## src/rtl/counter_arb_ctrl.sv

```systemverilog
// counter_arb_ctrl: round-robin arbiter that lends one WIDTH-bit tick counter to two requesters.
// The winner gets a run of (len+1) ticks and a one-cycle done pulse when it completes.
module counter_arb_ctrl #(
    parameter int WIDTH = 4
) (
    input  logic             clk,
    input  logic             reset,
    input  logic [1:0]       req,
    input  logic [WIDTH-1:0] len0,
    input  logic [WIDTH-1:0] len1,
    input  logic             tick,
    output logic [1:0]       gnt,
    output logic             busy,
    output logic [WIDTH-1:0] count,
    output logic [1:0]       done,
    output logic [3:0]       io_oeb
);

    typedef enum logic [1:0] {
        ST_IDLE,
        ST_RUN,
        ST_DONE
    } state_t;

    localparam logic [WIDTH-1:0] ONE = {{(WIDTH-1){1'b0}}, 1'b1};

    state_t           r_state;
    logic [1:0]       r_gnt;
    logic [1:0]       r_done;
    logic [WIDTH-1:0] r_count;
    logic [WIDTH-1:0] r_lenQ;
    logic             r_rrLast;

    state_t           w_state;
    logic [1:0]       w_gnt;
    logic [1:0]       w_done;
    logic [WIDTH-1:0] w_count;
    logic [WIDTH-1:0] w_lenQ;
    logic             w_rrLast;
    logic             w_winner;
    logic             w_ownerReq;

    // The last winner is also the current owner while a run is active.
    assign w_winner   = req[1] & (~req[0] | ~r_rrLast);
    assign w_ownerReq = req[r_rrLast];

    always_ff @(posedge clk) begin
        if (reset) begin
            r_state  <= ST_IDLE;
            r_gnt    <= 2'b00;
            r_done   <= 2'b00;
            r_count  <= '0;
            r_lenQ   <= '0;
            r_rrLast <= 1'b1;
        end else begin
            r_state  <= w_state;
            r_gnt    <= w_gnt;
            r_done   <= w_done;
            r_count  <= w_count;
            r_lenQ   <= w_lenQ;
            r_rrLast <= w_rrLast;
        end
    end

    always_comb begin
        w_state  = r_state;
        w_gnt    = r_gnt;
        w_done   = 2'b00;
        w_count  = r_count;
        w_lenQ   = r_lenQ;
        w_rrLast = r_rrLast;
        case (r_state)
            ST_IDLE: begin
                w_gnt   = 2'b00;
                w_count = '0;
                if (|req) begin
                    w_state  = ST_RUN;
                    w_gnt    = {w_winner, ~w_winner};
                    w_lenQ   = w_winner ? len1 : len0;
                    w_rrLast = w_winner;
                end
            end
            ST_RUN: begin
                // Withdrawal wins over reaching the terminal count.
                if (!w_ownerReq) begin
                    w_state = ST_IDLE;
                    w_gnt   = 2'b00;
                    w_count = '0;
                end else if (tick && (r_count == r_lenQ)) begin
                    w_state = ST_DONE;
                    w_done  = r_gnt;
                end else if (tick) begin
                    w_count = r_count + ONE;
                end
            end
            ST_DONE: begin
                w_state = ST_IDLE;
                w_gnt   = 2'b00;
                w_count = '0;
            end
            default: begin
                w_state = ST_IDLE;
                w_gnt   = 2'b00;
                w_count = '0;
            end
        endcase
    end

    assign gnt    = r_gnt;
    assign done   = r_done;
    assign count  = r_count;
    assign busy   = (r_state != ST_IDLE);
    assign io_oeb = 4'b0000;

endmodule

```

## config.mk

```make
export PLATFORM = sky130hd
export DESIGN_NAME = counter_arb_ctrl
export DESIGN_NICKNAME = d
export VERILOG_FILES = /design/src/rtl/counter_arb_ctrl.sv
export SDC_FILE = /design/constraint.sdc
export NUM_CORES = 1
export LEC_CHECK = 0
export BUFFER_PORTS_ARGS = -buffer_cell sky130_fd_sc_hd__buf_2
export CORE_MARGIN = 2
export CORE_UTILIZATION = 40
export CTS_BUF_LIST = sky130_fd_sc_hd__clkbuf_4
export DETAILED_ROUTE_END_ITERATION = 6
export GPL_ROUTABILITY_DRIVEN = 1
export PLACE_DENSITY = 0.67
export SLEW_MARGIN = 20
export SYNTH_ARGS = -nofsm -noshare
export SYNTH_HDL_FRONTEND = slang
export SYNTH_SLANG_ARGS = --single-unit
```

## constraint.sdc

```tcl
create_clock -name clk -period 4.38 [get_ports clk]
set_clock_uncertainty 0.2 [all_clocks]
set_input_delay 0.438 -clock clk [delete_from_list [all_inputs] [get_ports clk]]
set_output_delay 0.438 -clock clk [all_outputs]
set_load 0.005 [all_outputs]
```

==> out/metrics.yaml <==
setup_violations: 0
vias: 609
cp-startpoint: "r_state[1]$_SDFFE_PP0P_"
cpPeakStageDelay_ns: 0.33
die_w_um: 46.6
dieArea_mm2: 0.00217
syn_inst: 81
yosysTopAreaCell: "dfxtp_1"
core_mm2: 0.00171
whs_ns: 0.206
clock_latency_ns: 0.28
grtUsageTotal_pct: 15.5
layout_setup_ws_ns: 2.66
crit_path_top_delay_cell: "dfxtp_1"
slew_viol_final: 0
via_per_inst: 4.76
num_rows: 15
fp.dieH_um: 46.6
routedWlPerCell_um: 10.6
synth_top_area_share_pct: 41.4
start_kind: "flip-flop"
yosys_register_bits: 15
reg2reg_from: "count[0]$_SDFFE_PP0P_"
synthTopCellsByArea: "dfxtp_1 (41%), xor2_2 (4.5%), nand3_1 (4.1%)"
overflow: 0
placed_area_um2: 833
antenna_found_initial: 0
cap_viol_max_count: 0
cts-root-buf: "clkbuf_4"
holdBufCountCts: 0
hpwlAfterDp_mm: 1.13
grt_pass1_vias: 575
portBuffers: 21
mostFrequentLayoutCell: "buf_2"
cts_tree: "yes"
syn_avg_cell_area_um2: 8.96
synth_ff_type: "dfxtp_1"
drtIter0Drc: 6
synth.distinct_cells: 28
endpoint: "busy"
rsz0062_at_grt: "false"
start_util_pct: 42.5
post_cts_buffers: 0
finish.net_count: 118
reg2reg_slack_ns: 2.72
drive_gt1_share_pct: 28.2
endpoint_kind: "output pin"
cts_buffers: 3
final.setup.tns_ns: 0
path_cells: "nor2_1 > inv_1 > buf_2"
hp-class: "primary input to flip-flop"
final_area_um2: 861
ff2ff_path_depth: 4
hold_violations: 0
cp.arrival_ns: 1.08
min_from: "reset"
ir_worst_vdd_mv: 0.183
synth-edff-count: 0
seq_area_frac_synth_pct: 41.4
ant_nets: 0
finalPower_w: 0.000279
async_flop_share_pct: 0
drcViolationCount: 0
grt_pass1_wl_mm: 2.34
pre_cts_ws_ns: 2.66
critical_path_class: "flip-flop to output pin"
antenna_cells: 0
wirelength_mm: 1.35
status: "completed"
powerDensity_mw_per_mm2: 325
r2r_end: "count[3]$_SDFFE_PP0P_"
required_ns: 3.74
layout_min_cycle_time_ns: 1.72
clkTransAtPathRegs_ns: 0.09
cts_resized: 0
layout_common_cells: "buf_2 (21), dfxtp_1 (15), nand2_1 (8), nor2_1 (7), nand3_1 (6)"
io_pins: 26
p_leak_nw: 0.406
grt_max_degree: 11
gp_congestion: 0.761
cts.sinks: 15
yosysWarnings: 0
clock.fmax_mhz: 581
cp_max_fo: 4
cts_max_level: 1
area_growth_pct: 18.6
cts.path.max_buffers: 2
netlist_area_um2: 726
fin_crit_sh_pct: 39.3
first_pass_iters: 4
==> area by class of cell <==
cell class | count | area, um^2
well taps | 25 | 31.3
clock buffers | 3 | 22.5
multi-input cells | 60 | 385
inverters | 3 | 11.3
repair buffers | 21 | 105
fillers | 178 | 847
clock inverters | 1 | 5.00
flip-flops and latches | 15 | 300
==> cells in the mapped netlist (3+ instances only) <==
cell type / instances
a21oi_1: 3
a311oi_1: 3
and2_1: 3
buf_4: 4
dfxtp_1: 15
inv_1: 3
nand2_1: 8
nand3_1: 6
nor2_1: 7
o21ai_0: 4
xor2_1: 3
==> critical path, delay by kind of cell, from the launching register on <==
kind / cells / cell delay [ns]
AND/OR/NAND/NOR: 1 / 0.21
flip-flops: 1 / 0.33
buffers and inverters: 2 / 0.26
==> metal layers <==
layer	up-vias	global-route usage (%)	share of wire [%]
met5	-	0	0
met4	0	6.86	0.96
met3	2	3.53	6.5
met2	21	26.4	48
met1	269	18.2	44
li1	317	-	-
==> sequential cells by signal, indices dropped and copies added (netlist names) <==
register  count
count         4
done          2
gnt           2
r_lenQ        4
r_rrLast      1
r_state       2
==> worst min-delay path by stage <==
stage | end | slack [ns] | cells after the start
5_1_grt | gnt[0]$_SDFFE_PP0P_ | 0.20 | 2
3_3_place_gp | done[1]$_SDFF_PP0_ | 0.27 | 1
2_1_floorplan | r_lenQ[3]$_SDFFE_PP0P_ | 0.26 | 2
3_5_place_dp | gnt[1]$_SDFFE_PP0P_ | 0.28 | 2
4_1_cts | r_lenQ[3]$_SDFFE_PP0P_ | 0.20 | 2
6_report | r_lenQ[3]$_SDFFE_PP0P_ | 0.21 | 2
==> report_power, final <==
group	internal [W]	total [W]	switching (W)
clock	0.0000339	0.0000778	0.0000439
combinational	0.0000225	0.0000512	0.0000286
sequential	0.000144	0.000151	0.00000617
total	0.000201	0.000279	0.0000787
==> logic make-up (layout without fill, tap and decap cells) <==
| family | after synthesis | in the layout | synth area share (%) |
|---|---|---|---|
| DFF | 15 | 15 | 41.4 |
| xor gates and xnor gates | 5 | 5 | 8.10 |
| muxes | 1 | 1 | 1.55 |
| adders and majority gates | 1 | 1 | 1.72 |
| buffers and inverters | 9 | 28 | 7.07 |
| and+or+nand+nor | 32 | 32 | 21.4 |
| other | 1 | 4 | 0.517 |
| AOI/OAI and AO/OA | 17 | 17 | 18.3 |
==> metrics by stage <==
| step | cells | util, % |
|---|---|---|
| after global placement | 124 | 48.8 |
| after detailed placement | 124 | 48.8 |
| final | 128 | 50.4 |
| after global routing | 128 | 50.4 |
| after floorplan | 84 | - |
| after CTS | 128 | 50.4 |
Note: power is estimated with default switching activity, not from simulation.
